===== config.mk =====
export PLATFORM = sky130hd
export DESIGN_NAME = agree_pht_flat
export DESIGN_NICKNAME = d
export VERILOG_FILES = /design/src/rtl/agree_pht_if.sv /design/src/rtl/agree_pht.sv /design/src/flat_wrapper.sv
export SDC_FILE = /design/constraint.sdc
export NUM_CORES = 1
export LEC_CHECK = 0
export ABC_AREA = 0
export CORE_AREA = 2 2 259 261
export DETAILED_ROUTE_END_ITERATION = 8
export DIE_AREA = 0 0 261 263
export SLEW_MARGIN = 15
export SYNTH_ARGS = -nofsm -noshare
export SYNTH_HDL_FRONTEND = slang
export SYNTH_SLANG_ARGS = --single-unit

===== constraint.sdc =====
create_clock -name i_clk -period 11.65 [get_ports i_clk]
set_input_delay 2.33 -clock i_clk [delete_from_list [all_inputs] [get_ports i_clk]]
set_output_delay 2.33 -clock i_clk [all_outputs]
set_load 0.05 [all_outputs]

===== src/rtl/agree_pht_if.sv =====
// rtl/agree_pht_if.sv - fetch prediction and EX training signals of the agree PHT
// slave is the table side, master is the fetch/EX side driving it.
interface agree_pht_if #(
   parameter int GHR_W = 8
);
   logic [31:0]      i_pc_f;
   logic             i_bias_f;
   logic             i_pred_valid;
   logic             o_pred_taken;
   logic [GHR_W-1:0] o_pred_ghr;
   logic             o_ready;
   logic             i_valid_update;
   logic [31:0]      i_pc_ex;
   logic [GHR_W-1:0] i_ghr_ex;
   logic             i_bias_ex;
   logic             i_actual_taken;
   logic             i_mispredict;

   modport slave (
      input  i_pc_f, i_bias_f, i_pred_valid,
      input  i_valid_update, i_pc_ex, i_ghr_ex, i_bias_ex, i_actual_taken, i_mispredict,
      output o_pred_taken, o_pred_ghr, o_ready
   );

   modport master (
      output i_pc_f, i_bias_f, i_pred_valid,
      output i_valid_update, i_pc_ex, i_ghr_ex, i_bias_ex, i_actual_taken, i_mispredict,
      input  o_pred_taken, o_pred_ghr, o_ready
   );
endinterface


===== src/rtl/agree_pht.sv =====
// rtl/agree_pht.sv - agree predictor PHT with gshare indexing and GHR ownership
// Prediction = bias XNOR agree; counters trained through a 2-stage read-modify-write.
module agree_pht #(
   parameter int         IDX_W    = 8,
   parameter int         GHR_W    = 8,
   parameter logic [1:0] CTR_INIT = 2'b10
) (
   input logic         i_clk,
   input logic         i_rst,
   agree_pht_if.slave  bus
);
   localparam int DEPTH = 1 << IDX_W;

   typedef enum logic {S_INIT, S_RUN} state_t;

   state_t           state, state_nxt;
   logic [IDX_W-1:0] init_ptr;
   logic [1:0]       ctr [DEPTH];
   logic [GHR_W-1:0] ghr, ghr_nxt;

   logic             upd_v;
   logic             upd_agree;
   logic [IDX_W-1:0] upd_idx;

   logic [IDX_W-1:0] idx_f, idx_ex;
   logic [1:0]       upd_old, upd_new, ctr_f;
   logic             run, pred_taken;
   logic             unused_ok;

   assign run    = (state == S_RUN);
   assign idx_f  = bus.i_pc_f[IDX_W+1:2]  ^ IDX_W'(ghr);
   assign idx_ex = bus.i_pc_ex[IDX_W+1:2] ^ IDX_W'(bus.i_ghr_ex);

   assign unused_ok = ^{bus.i_pc_f[31:IDX_W+2], bus.i_pc_f[1:0],
                        bus.i_pc_ex[31:IDX_W+2], bus.i_pc_ex[1:0]};

   always_ff @(posedge i_clk) begin
      if (i_rst) state <= S_INIT;
      else       state <= state_nxt;
   end

   always_comb begin
      state_nxt = state;
      case (state)
         S_INIT:  if (init_ptr == IDX_W'(DEPTH - 1)) state_nxt = S_RUN;
         S_RUN:   state_nxt = S_RUN;
         default: state_nxt = S_INIT;
      endcase
   end

   always_ff @(posedge i_clk) begin
      if (i_rst)               init_ptr <= '0;
      else if (state == S_INIT) init_ptr <= init_ptr + 1'b1;
   end

   // Stage 2 of training: saturating read-modify-write of the registered index.
   always_comb begin
      upd_old = ctr[upd_idx];
      upd_new = upd_old;
      if (upd_agree) begin
         if (upd_old != 2'b11) upd_new = upd_old + 2'd1;
      end else begin
         if (upd_old != 2'b00) upd_new = upd_old - 2'd1;
      end
   end

   // A prediction racing the in-flight write sees the post-update value.
   always_comb begin
      ctr_f      = (upd_v && (upd_idx == idx_f)) ? upd_new : ctr[idx_f];
      pred_taken = run & ~(bus.i_bias_f ^ ctr_f[1]);
   end

   assign bus.o_pred_taken = pred_taken;
   assign bus.o_pred_ghr   = ghr;
   assign bus.o_ready      = run;

   always_comb begin
      ghr_nxt = ghr;
      if (run) begin
         if (bus.i_valid_update && bus.i_mispredict)
            ghr_nxt = {bus.i_ghr_ex[GHR_W-2:0], bus.i_actual_taken};
         else if (bus.i_pred_valid)
            ghr_nxt = {ghr[GHR_W-2:0], pred_taken};
      end
   end

   always_ff @(posedge i_clk) begin
      if (i_rst) ghr <= '0;
      else       ghr <= ghr_nxt;
   end

   always_ff @(posedge i_clk) begin
      if (i_rst) begin
         upd_v     <= 1'b0;
         upd_idx   <= '0;
         upd_agree <= 1'b0;
      end else begin
         upd_v     <= run & bus.i_valid_update;
         upd_idx   <= idx_ex;
         upd_agree <= (bus.i_actual_taken == bus.i_bias_ex);
      end
   end

   // A pending update in the reset cycle is dropped; the sweep rewrites everything anyway.
   always_ff @(posedge i_clk) begin
      if (!i_rst) begin
         if (state == S_INIT) ctr[init_ptr] <= CTR_INIT;
         else if (upd_v)      ctr[upd_idx]  <= upd_new;
      end
   end
endmodule

===== src/flat_wrapper.sv =====
// flat-port wrapper written by rule: the top's interface ports become plain ports
module agree_pht_flat 
#(
   parameter int         IDX_W    = 8,
   parameter int         GHR_W    = 8,
   parameter logic [1:0] CTR_INIT = 2'b10
)
  (i_clk, i_rst, bus_i_pc_f, bus_i_bias_f, bus_i_pred_valid, bus_i_valid_update, bus_i_pc_ex, bus_i_ghr_ex, bus_i_bias_ex, bus_i_actual_taken, bus_i_mispredict, bus_o_pred_taken, bus_o_pred_ghr, bus_o_ready);
  agree_pht_if #(.GHR_W(GHR_W)) bus_i ();
  input logic i_clk;
  input logic i_rst;
  input wire logic [$bits(bus_i.i_pc_f)-1:0] bus_i_pc_f;
  input wire logic [$bits(bus_i.i_bias_f)-1:0] bus_i_bias_f;
  input wire logic [$bits(bus_i.i_pred_valid)-1:0] bus_i_pred_valid;
  input wire logic [$bits(bus_i.i_valid_update)-1:0] bus_i_valid_update;
  input wire logic [$bits(bus_i.i_pc_ex)-1:0] bus_i_pc_ex;
  input wire logic [$bits(bus_i.i_ghr_ex)-1:0] bus_i_ghr_ex;
  input wire logic [$bits(bus_i.i_bias_ex)-1:0] bus_i_bias_ex;
  input wire logic [$bits(bus_i.i_actual_taken)-1:0] bus_i_actual_taken;
  input wire logic [$bits(bus_i.i_mispredict)-1:0] bus_i_mispredict;
  output wire logic [$bits(bus_i.o_pred_taken)-1:0] bus_o_pred_taken;
  output wire logic [$bits(bus_i.o_pred_ghr)-1:0] bus_o_pred_ghr;
  output wire logic [$bits(bus_i.o_ready)-1:0] bus_o_ready;
  assign bus_i.i_pc_f = bus_i_pc_f;
  assign bus_i.i_bias_f = bus_i_bias_f;
  assign bus_i.i_pred_valid = bus_i_pred_valid;
  assign bus_i.i_valid_update = bus_i_valid_update;
  assign bus_i.i_pc_ex = bus_i_pc_ex;
  assign bus_i.i_ghr_ex = bus_i_ghr_ex;
  assign bus_i.i_bias_ex = bus_i_bias_ex;
  assign bus_i.i_actual_taken = bus_i_actual_taken;
  assign bus_i.i_mispredict = bus_i_mispredict;
  assign bus_o_pred_taken = bus_i.o_pred_taken;
  assign bus_o_pred_ghr = bus_i.o_pred_ghr;
  assign bus_o_ready = bus_i.o_ready;
  agree_pht #(.IDX_W(IDX_W), .GHR_W(GHR_W), .CTR_INIT(CTR_INIT)) u_core (.i_clk(i_clk), .i_rst(i_rst), .bus(bus_i));
endmodule

==> qor.csv, run 1 <==
metric,value,unit
layout_commonest_cell,edfxtp_1,
instances_no_fill,2481,
ant_nets,0,
comb_power_share,5.5,%
dr.pass1.iters,7,
swShare,21.78,%
period_needed,9.712,ns
async_flop_share,0,%
crit_chain,"clkdlybuf4s50_1, xor2_4, buf_4, mux4_2, mux4_2, a31oi_1, a31oi_1, a2111oi_0, and3b_1, a31oi_2, o21a_1, clkdlybuf4s50_1",
synthFlopType,edfxtp_1,
worstPathRequired,9.32,ns
placementRows,94,
p_int,3.289,mW
r2r_end,u_core.ctr[146][0],
setup_violations,0,
place_hpwl,42220,µm
yosys.area_share.simple,8.501,%
seq_power_share,50.2,%
drive_above_1_share,22.45,%
cts_num_sinks,539,
yosysSeqAreaShare,64.33,%
crit_path_start,bus_i_pc_f[2],
n_antenna_cell,0,
fin_worst_skew,0.02513,ns
maxCapViolations,0,
post_drt_wl_per_cell,27.12,µm
cts_buffer_depth,3,
nNetsFinal,1652,
hold_viol_final,0,
status,"finished, final reports clean",
overflow,0,
drcViolationCount,0,
routabilityCongestion,0.8633,
critPathLaunchType,input pin,
hp-class,reg -> reg,
post-cts-setup-buffers,0,
htreeDepth,2,
cts_tree,built,
post_cts_resized,0,
multi_input_area,8325,µm²
final.period_utilization,83.37,%
avgSynthCellArea,16.13,µm²
critPathKind,in -> out,
fmax,0.1030,GHz
cpMaxStageDelayCell,xor2_4,
io_pins,90,
placed_area,26060,µm²
powerDensity,150.2,nW/µm²
cp_max_fo,18,
clkLatencyLatePin,0.62,ns
io_buffer_count,41,
rsz0062_at_grt,no,
layout_common_cells,"edfxtp_1, nor2_1, mux4_2",
core,65630,µm²
synth_edf_count,512,
ir_drop,0.1034,mV
synth.distinct_cells,67,
rr_worst_depth,10,
tightest_slew,1.121,ns
grt_first_pass_wirelength,98260,µm
p_switching,0.9158,mW
r2r_start,u_core.upd_idx[0],
rrSetupSlack,5.75,ns
dp_cells,2377,
fin_tns_setup,0,ns
syn_area,24740,µm²
hold_path_startpoint,u_core.bus.o_pred_ghr[2],
critPathMaxStageDelay,0.82,ns
dr_total_vias,14696,
synth_top_family_by_area,multiplexers,
yosys_warnings,0,
drt-initial-drc-count,1529,
crit_cells,12,
finalMaxSlewViolations,0,
synthCells,1534,
synth_xor_area_share,1.456,%
area_growth,13.18,%
fill_cells,5817,
synthAdderAreaFrac,0.09103,%
grt_pass1_vias,14731,
final_cell_area,28000,µm²
die_w,261,µm
synth.mux.area_fraction,20.14,%
worstSetupEndpointType,output pin,
hold_path_end,u_core.bus.o_pred_ghr[3],
relSlewSlack,24.46,%
synth-compound-area-share,3.166,%
arrival,7.38,ns
holdPathStages,2,
grt_max_degree,121,
cts_hold_buffers,0,
numCtsBuffers,55,
clkPwrFrac,44.3,%
regArea,15930,µm²
antenna_found_initial,1,
leakagePower,8.955,nW
design.die.area,68640,µm²
drt-vias-per-instance,5.923,
clk_pin_slew_worst_paths,0.06,ns
cts_root_buffer,clkbuf_16,
track_usage,19.51,%
syn_nets,1615,
path_buf_inv,3,
wirelength,67300,µm
critPathTopFamily,buffers and inverters,
synth_seq_cells,539,
die_h,263,µm
initial_utilization,37.70,%
[area by class of cell]
type                    count  share of cell area, %
flip-flops and latches    539                  56.87
multi-input cells         890                  29.73
clock buffers              64                  5.259
well taps                 864                  3.861
repair buffers             81                  2.668
clock inverters            39                  1.555
inverters                   4                0.05362
[Yosys cell counts (5+ instances only)]
| library cell | n | share of area, % |
|---|---|---|
| o31ai_1 | 5 | 0.15 |
| nand2_1 | 89 | 1.4 |
| xnor2_1 | 18 | 0.64 |
| nor2b_1 | 16 | 0.40 |
| buf_2 | 26 | 0.53 |
| nand3b_1 | 6 | 0.18 |
| nand3_1 | 25 | 0.51 |
| nand2b_1 | 7 | 0.18 |
| xor2_1 | 11 | 0.39 |
| nand4_1 | 5 | 0.13 |
| mux2_2 | 27 | 1.2 |
| o22ai_1 | 24 | 0.61 |
| a22oi_1 | 12 | 0.36 |
| a21oi_1 | 9 | 0.18 |
| dfxtp_1 | 27 | 2.2 |
| nor4_1 | 5 | 0.13 |
| and3_1 | 5 | 0.13 |
| mux4_1 | 9 | 0.96 |
| clkbuf_1 | 46 | 0.70 |
| o21ai_0 | 12 | 0.24 |
| a31oi_1 | 7 | 0.18 |
| a311oi_1 | 8 | 0.28 |
| buf_4 | 13 | 0.39 |
| nor2_1 | 302 | 4.6 |
| mux4_2 | 183 | 17 |
| o211ai_1 | 5 | 0.15 |
| buf_6 | 11 | 0.50 |
| nor3_1 | 12 | 0.24 |
| mux2i_1 | 32 | 1.3 |
| edfxtp_1 | 512 | 62 |
[through the flow]
step	setup slack (ns)	util (%)	hold WS [ns]	power (mW)
finish	1.938	42.67	0.5682	4.205
CTS	1.919	42.62	0.5673	4.230
global route	1.786	42.67	0.6032	4.309
detailed placement	1.939	39.71	0.5681	2.384
floorplan	1.110	-	0.5118	2.304
global placement	1.848	39.71	0.5474	2.383
[routing by layer]
metal | up-vias | routed length, µm | global-route usage, %
met5 | - | 13 | 0
met4 | 2 | 2187 | 7.018
met3 | 129 | 5459 | 4.025
met2 | 676 | 31800 | 31.06
met1 | 7729 | 27840 | 26.55
li1 | 6160 | - | -
[worst min-delay path: stages, from the launching register on]
cell and delay, ns:
dfxtp_1 0.36, nand2_1 0.08, a311oi_1 0.09
[state kept, by name, summed over array words and instances (netlist names)]
name	flops
u_core.ctr	512
u_core.bus.o_pred_ghr	8
u_core.init_ptr	8
u_core.upd_idx	8
u_core.bus.o_ready	1
u_core.upd_agree	1
u_core.upd_v	1
[how the worst max path moves through the flow]
stage	endpoint
after floorplan	u_core.ctr[0][0]
after global placement	bus_o_pred_taken
after detailed placement	bus_o_pred_taken
after CTS	bus_o_pred_taken
after global routing	bus_o_pred_taken
final	bus_o_pred_taken
[power groups by stage]
stage	Combinational (mW)	Sequential [mW]	Clock (mW)
6_report	0.232	2.11	1.86
5_1_grt	0.243	2.11	1.95
4_1_cts	0.232	2.11	1.89
3_5_place_dp	0.231	2.15	0
3_3_place_gp	0.229	2.15	0
2_1_floorplan	0.167	2.14	0
[kinds of logic after synthesis]
logic type / count (synthesis)
compound gates: 108
buf+inv: 105
fa+ha+maj: 2
flops: 539
mux: 251
xor+xnor: 34
simple gates: 495
Power figures use the tool's default switching activity.
==> inputs of run 2 (changes only) <==
==> constraint.sdc (replaced) <==
create_clock -name i_clk -period 8.1 [get_ports i_clk]
set_input_delay 1.62 -clock i_clk [delete_from_list [all_inputs] [get_ports i_clk]]
set_output_delay 1.62 -clock i_clk [all_outputs]
set_load 0.05 [all_outputs]
==> qor.csv, run 2 (synthesis results as in run 1) <==
metric,value,unit,change
arrival,5.99,ns,was 7.38 ns
period_needed,7.612,ns,
area_growth,12.73,%,was 13.18%
hold_path_end,u_core.init_ptr[2],,was u_core.bus.o_pred_ghr[3]
drt-initial-drc-count,1715,,was 1529
rsz0062_at_grt,no,,unchanged
place_hpwl,43260,µm,was 42220 µm
rr_worst_depth,11,,was 10
numCtsBuffers,56,,was 55
instances_no_fill,2483,,was 2481
grt_first_pass_wirelength,100000,µm,was 98260 µm
clk_pin_slew_worst_paths,0.06,ns,about the same
top_register,u_core.ctr,,unchanged
fmax,0.1314,GHz,
nNetsFinal,1658,,was 1652
post_cts_resized,0,,unchanged
fin_hold_ws,0.5668,ns,was 0.5682 ns
critPathKind,in -> out,,unchanged
setup_violations,0,,unchanged
final_cell_area,27890,µm²,was 28000 µm²
htreeDepth,2,,unchanged
rrSetupSlack,2.68,ns,was 5.75 ns
post-cts-setup-buffers,0,,unchanged
core,65630,µm²,unchanged
cts_buffer_depth,3,,unchanged
drt-vias-per-instance,5.919,,was 5.923
tightest_slew,1.118,ns,was 1.121 ns
layout_common_cells,"edfxtp_1, nor2_1, mux4_2",,unchanged
hold_viol_final,0,,unchanged
dp_cells,2383,,was 2377
cts_root_buffer,clkbuf_16,,unchanged
placed_area,26160,µm²,was 26060 µm²
grt_pass1_vias,14929,,was 14731
leakagePower,8.938,nW,was 8.955 nW
relSlewSlack,25.43,%,was 24.46%
cts_num_sinks,539,,unchanged
io_buffer_count,41,,unchanged
critPathLaunchType,input pin,,unchanged
grt_max_degree,117,,was 121
dr.pass1.iters,7,,unchanged
clkLatencyLatePin,0.62,ns,about the same
post_drt_wl_per_cell,27.10,µm,was 27.12 µm
maxCapViolations,0,,unchanged
status,"finished, final reports clean",,unchanged
overflow,0,,unchanged
n_antenna_cell,0,,unchanged
cp_max_fo,11,,was 18
r2r_end,u_core.ctr[44][1],,was u_core.ctr[146][0]
dr_total_vias,14696,,unchanged
routabilityCongestion,0.8617,,was 0.8633
hp-class,reg -> reg,,unchanged
layout_commonest_cell,edfxtp_1,,unchanged
ir_drop,0.1673,mV,was 0.1034 mV
powerDensity,209.9,nW/µm²,was 150.2 nW/µm²
power.total,5.853,mW,was 4.205 mW
cts_hold_buffers,0,,unchanged
initial_utilization,37.70,%,unchanged
die_h,263,µm,unchanged
design.die.area,68640,µm²,unchanged
fin_util,42.50,%,was 42.67%
die_w,261,µm,unchanged
fin_tns_setup,0,ns,unchanged
io_pins,90,,unchanged
final.period_utilization,93.97,%,
track_usage,19.71,%,was 19.51%
holdPathStages,2,,unchanged
worstSetupEndpointType,output pin,,unchanged
worstPathRequired,6.48,ns,was 9.32 ns
hold_path_startpoint,u_core.init_ptr[2],,was u_core.bus.o_pred_ghr[2]
largest_reg_flops,512,,unchanged
fin_worst_skew,0.03012,ns,was 0.02513 ns
fill_cells,5843,,was 5817
finalMaxSlewViolations,0,,unchanged
cts_tree,built,,unchanged
drcViolationCount,0,,unchanged
antenna_found_initial,1,,unchanged
pre_cts_ws,0.5303,ns,was 1.939 ns
wirelength,67290,µm,was 67300 µm
placementRows,94,,unchanged
ant_nets,0,,unchanged
drive_above_1_share,21.80,%,was 22.45%
r2r_start,u_core.upd_idx[2],,was u_core.upd_idx[0]
timing.final.ws_setup,0.4882,ns,was 1.938 ns
[run 2: cell types whose count changed in the layout (fill, tap and decap cells not counted), moves of 4 or more]
cell / delta
clkinv_1: -4
clkinv_2: -4
buf_4: +4
clkbuf_1: +18
buf_12: +4
clkinvlp_4: -8
bufinv_16: -6
[run 2: how the worst max path moves through the flow]
| stage | from | to | slack [ns] | depth (start not counted) |
|---|---|---|---|---|
| floorplan | u_core.upd_idx[0] | u_core.ctr[0][0] | 1.14 | 10 |
| global route | bus_i_pc_f[2] | bus_o_pred_taken | 0.46 | 14 |
| finish | bus_i_pc_f[2] | bus_o_pred_taken | 0.49 | 13 |
| CTS | bus_i_pc_f[2] | bus_o_pred_taken | 0.52 | 14 |
| detailed placement | bus_i_pc_f[2] | bus_o_pred_taken | 0.53 | 14 |
| global placement | bus_i_pc_f[2] | bus_o_pred_taken | 0.42 | 14 |
[run 2: final cells by class]
| class | count | area, µm² | area share (%) |
|---|---|---|---|
| clock inverters | 17 | 167.7 | 0.6011 |
| multi-input cells | 890 | 8328 | 29.86 |
| inverters | 4 | 15.01 | 0.05383 |
| well taps | 864 | 1081 | 3.876 |
| flip-flops and latches | 539 | 15930 | 57.10 |
| repair buffers | 86 | 808.3 | 2.898 |
| clock buffers | 83 | 1565 | 5.612 |
[run 2: worst max-delay path: stages]
cell and delay (ns):
clkdlybuf4s50_1 0.55, xor2_4 0.15, buf_4 0.31, mux4_1 0.62
mux4_2 0.50, mux2i_1 0.36, o21ai_0 0.14, a2111oi_0 0.73
buf_4 0.21, and3b_1 0.21, and4_1 0.21, o21a_1 0.22
buf_12 0.15
[run 2: where the power goes]
group | switching [mW] | total (mW) | internal (mW)
Clock | 1.06 | 2.48 | 1.42
Sequential | 0.0295 | 3.04 | 3.01
Combinational | 0.195 | 0.332 | 0.137
Total | 1.28 | 5.85 | 4.57
[run 2: layer usage]
metal	vias to the layer above	wire, µm	part of all wire [%]	GRT usage, %
li1	6178	-	-	-
met1	7747	28090	42	27.19
met2	654	31930	47	31.35
met3	117	5531	8.2	4.535
met4	0	1745	2.6	5.467
met5	-	0	0	0
==> inputs of run 3 (changes only) <==
--- a/config.mk
+++ b/config.mk
@@ -9,6 +9,8 @@
 export CORE_AREA = 2 2 259 261
 export DETAILED_ROUTE_END_ITERATION = 8
 export DIE_AREA = 0 0 261 263
+export HOLD_SLACK_MARGIN = 0.12
+export PLACE_DENSITY = 0.56
 export SLEW_MARGIN = 15
 export SYNTH_ARGS = -nofsm -noshare
 export SYNTH_HDL_FRONTEND = slang
==> qor.csv, run 3 (synthesis results as in run 1) <==
metric,value,unit,change
routabilityCongestion,0.9048,,was 0.8617
relSlewSlack,28.88,%,was 25.43%
dp_cells,2393,,was 2383
grt_first_pass_wirelength,100500,µm,was 100000 µm
power.total,5.842,mW,was 5.853 mW
final_cell_area,27950,µm²,was 27890 µm²
multi_input_area,8323,µm²,was 8328 µm²
drcViolationCount,0,,unchanged
cts_tree,built,,unchanged
io_pins,90,,unchanged
antenna_found_initial,1,,unchanged
cp_max_fo,14,,was 11
clk_pin_slew_worst_paths,0.06,ns,about the same
wirelength,68390,µm,was 67290 µm
post_cts_resized,0,,unchanged
n_antenna_cell,0,,unchanged
ir_drop,0.1516,mV,was 0.1673 mV
finalMaxSlewViolations,0,,unchanged
die_h,263,µm,unchanged
leakagePower,8.996,nW,was 8.938 nW
hp-class,reg -> reg,,unchanged
layout_commonest_cell,edfxtp_1,,unchanged
critPathKind,in -> out,,unchanged
arrival,6.04,ns,was 5.99 ns
cts_root_buffer,clkbuf_16,,unchanged
design.die.area,68640,µm²,unchanged
placementRows,94,,unchanged
fill_cells,5868,,was 5843
clkLatencyLatePin,0.63,ns,was 0.62 ns
hold_viol_final,0,,unchanged
cts_buffer_depth,3,,unchanged
top_register,u_core.ctr,,unchanged
instances_no_fill,2493,,was 2483
drive_above_1_share,22.65,%,was 21.80%
period_needed,7.656,ns,was 7.612 ns
core,65630,µm²,unchanged
htreeDepth,2,,unchanged
cts_num_sinks,539,,unchanged
grt_max_degree,195,,was 117
rr_worst_depth,11,,unchanged
tightest_slew,1.063,ns,was 1.118 ns
fin_hold_ws,0.5756,ns,was 0.5668 ns
die_w,261,µm,unchanged
drt-vias-per-instance,5.834,,was 5.919
initial_utilization,37.70,%,unchanged
critPathLaunchType,input pin,,unchanged
fin_tns_setup,0,ns,unchanged
place_hpwl,44110,µm,was 43260 µm
placed_area,26230,µm²,was 26160 µm²
worstSetupEndpointType,output pin,,unchanged
final.period_utilization,94.51,%,was 93.97%
holdPathStages,2,,unchanged
cts_hold_buffers,0,,unchanged
post-cts-setup-buffers,0,,unchanged
powerDensity,209.0,nW/µm²,was 209.9 nW/µm²
track_usage,19.99,%,was 19.71%
fmax,0.1306,GHz,was 0.1314 GHz
rsz0062_at_grt,no,,unchanged
grt_pass1_vias,14781,,was 14929
layout_common_cells,"edfxtp_1, nor2_1, mux4_2",,unchanged
io_buffer_count,41,,unchanged
dr_total_vias,14545,,was 14696
worstPathRequired,6.48,ns,about the same
area_growth,12.98,%,was 12.73%
drt-initial-drc-count,1307,,was 1715
numCtsBuffers,55,,was 56
maxCapViolations,0,,unchanged
regArea,15930,µm²,unchanged
setup_violations,0,,unchanged
overflow,0,,unchanged
fin_worst_skew,0.02974,ns,was 0.03012 ns
dr.pass1.iters,5,,was 7
post_drt_wl_per_cell,27.43,µm,was 27.10 µm
nNetsFinal,1667,,was 1658
ant_nets,0,,unchanged
largest_reg_flops,512,,unchanged
status,"finished, final reports clean",,unchanged
## run 3: area by class of cell
type	count	area share (%)
clock buffers	64	5.197
clock inverters	36	0.9714
inverters	4	0.05372
multi-input cells	890	29.78
flip-flops and latches	539	56.97
well taps	864	3.868
repair buffers	96	3.160
## run 3: metal layers
metal / vias to the layer above / GRT usage, % / wire (µm)
met5: - / 0 / 0
met4: 0 / 6.311 / 2141
met3: 132 / 3.582 / 4825
met2: 596 / 32.40 / 32900
met1: 7646 / 27.38 / 28520
li1: 6171 / - / -
## run 3: power breakdown
group          internal [mW]  switching, mW  total [mW]
logic                  0.140          0.200       0.340
clock network           1.40           1.06        2.46
registers               3.01         0.0282        3.04
## run 3: final timing paths
kind	endpoint	slack [ns]	start
setup reg to reg	u_core.ctr[102][1]	2.67	u_core.upd_idx[0]
setup / recovery	bus_o_pred_taken	0.44	bus_i_pc_f[2]
hold / removal	u_core.bus.o_pred_ghr[3]	0.58	u_core.bus.o_pred_ghr[2]
hold reg to reg	u_core.bus.o_pred_ghr[3]	0.58	u_core.bus.o_pred_ghr[2]
## run 3: critical path, cell delays in order
cell,delay (ns)
clkdlybuf4s50_1,0.55
xor2_4,0.62
buf_4,0.45
mux4_2,0.55
mux4_2,0.54
nand3_1,0.10
o21ai_0,0.11
a2111oi_0,0.44
buf_4,0.19
and3b_1,0.22
and4_1,0.22
o21a_1,0.19
buf_4,0.19
## run 3: stage by stage
step / utilization, % / worst slack, ns
5_1_grt: 42.59 / 0.2560
3_3_place_gp: 39.96 / 0.4353
4_1_cts: 42.59 / 0.4437
3_5_place_dp: 39.96 / 0.4687
6_report: 42.59 / 0.4444
2_1_floorplan: - / 1.140
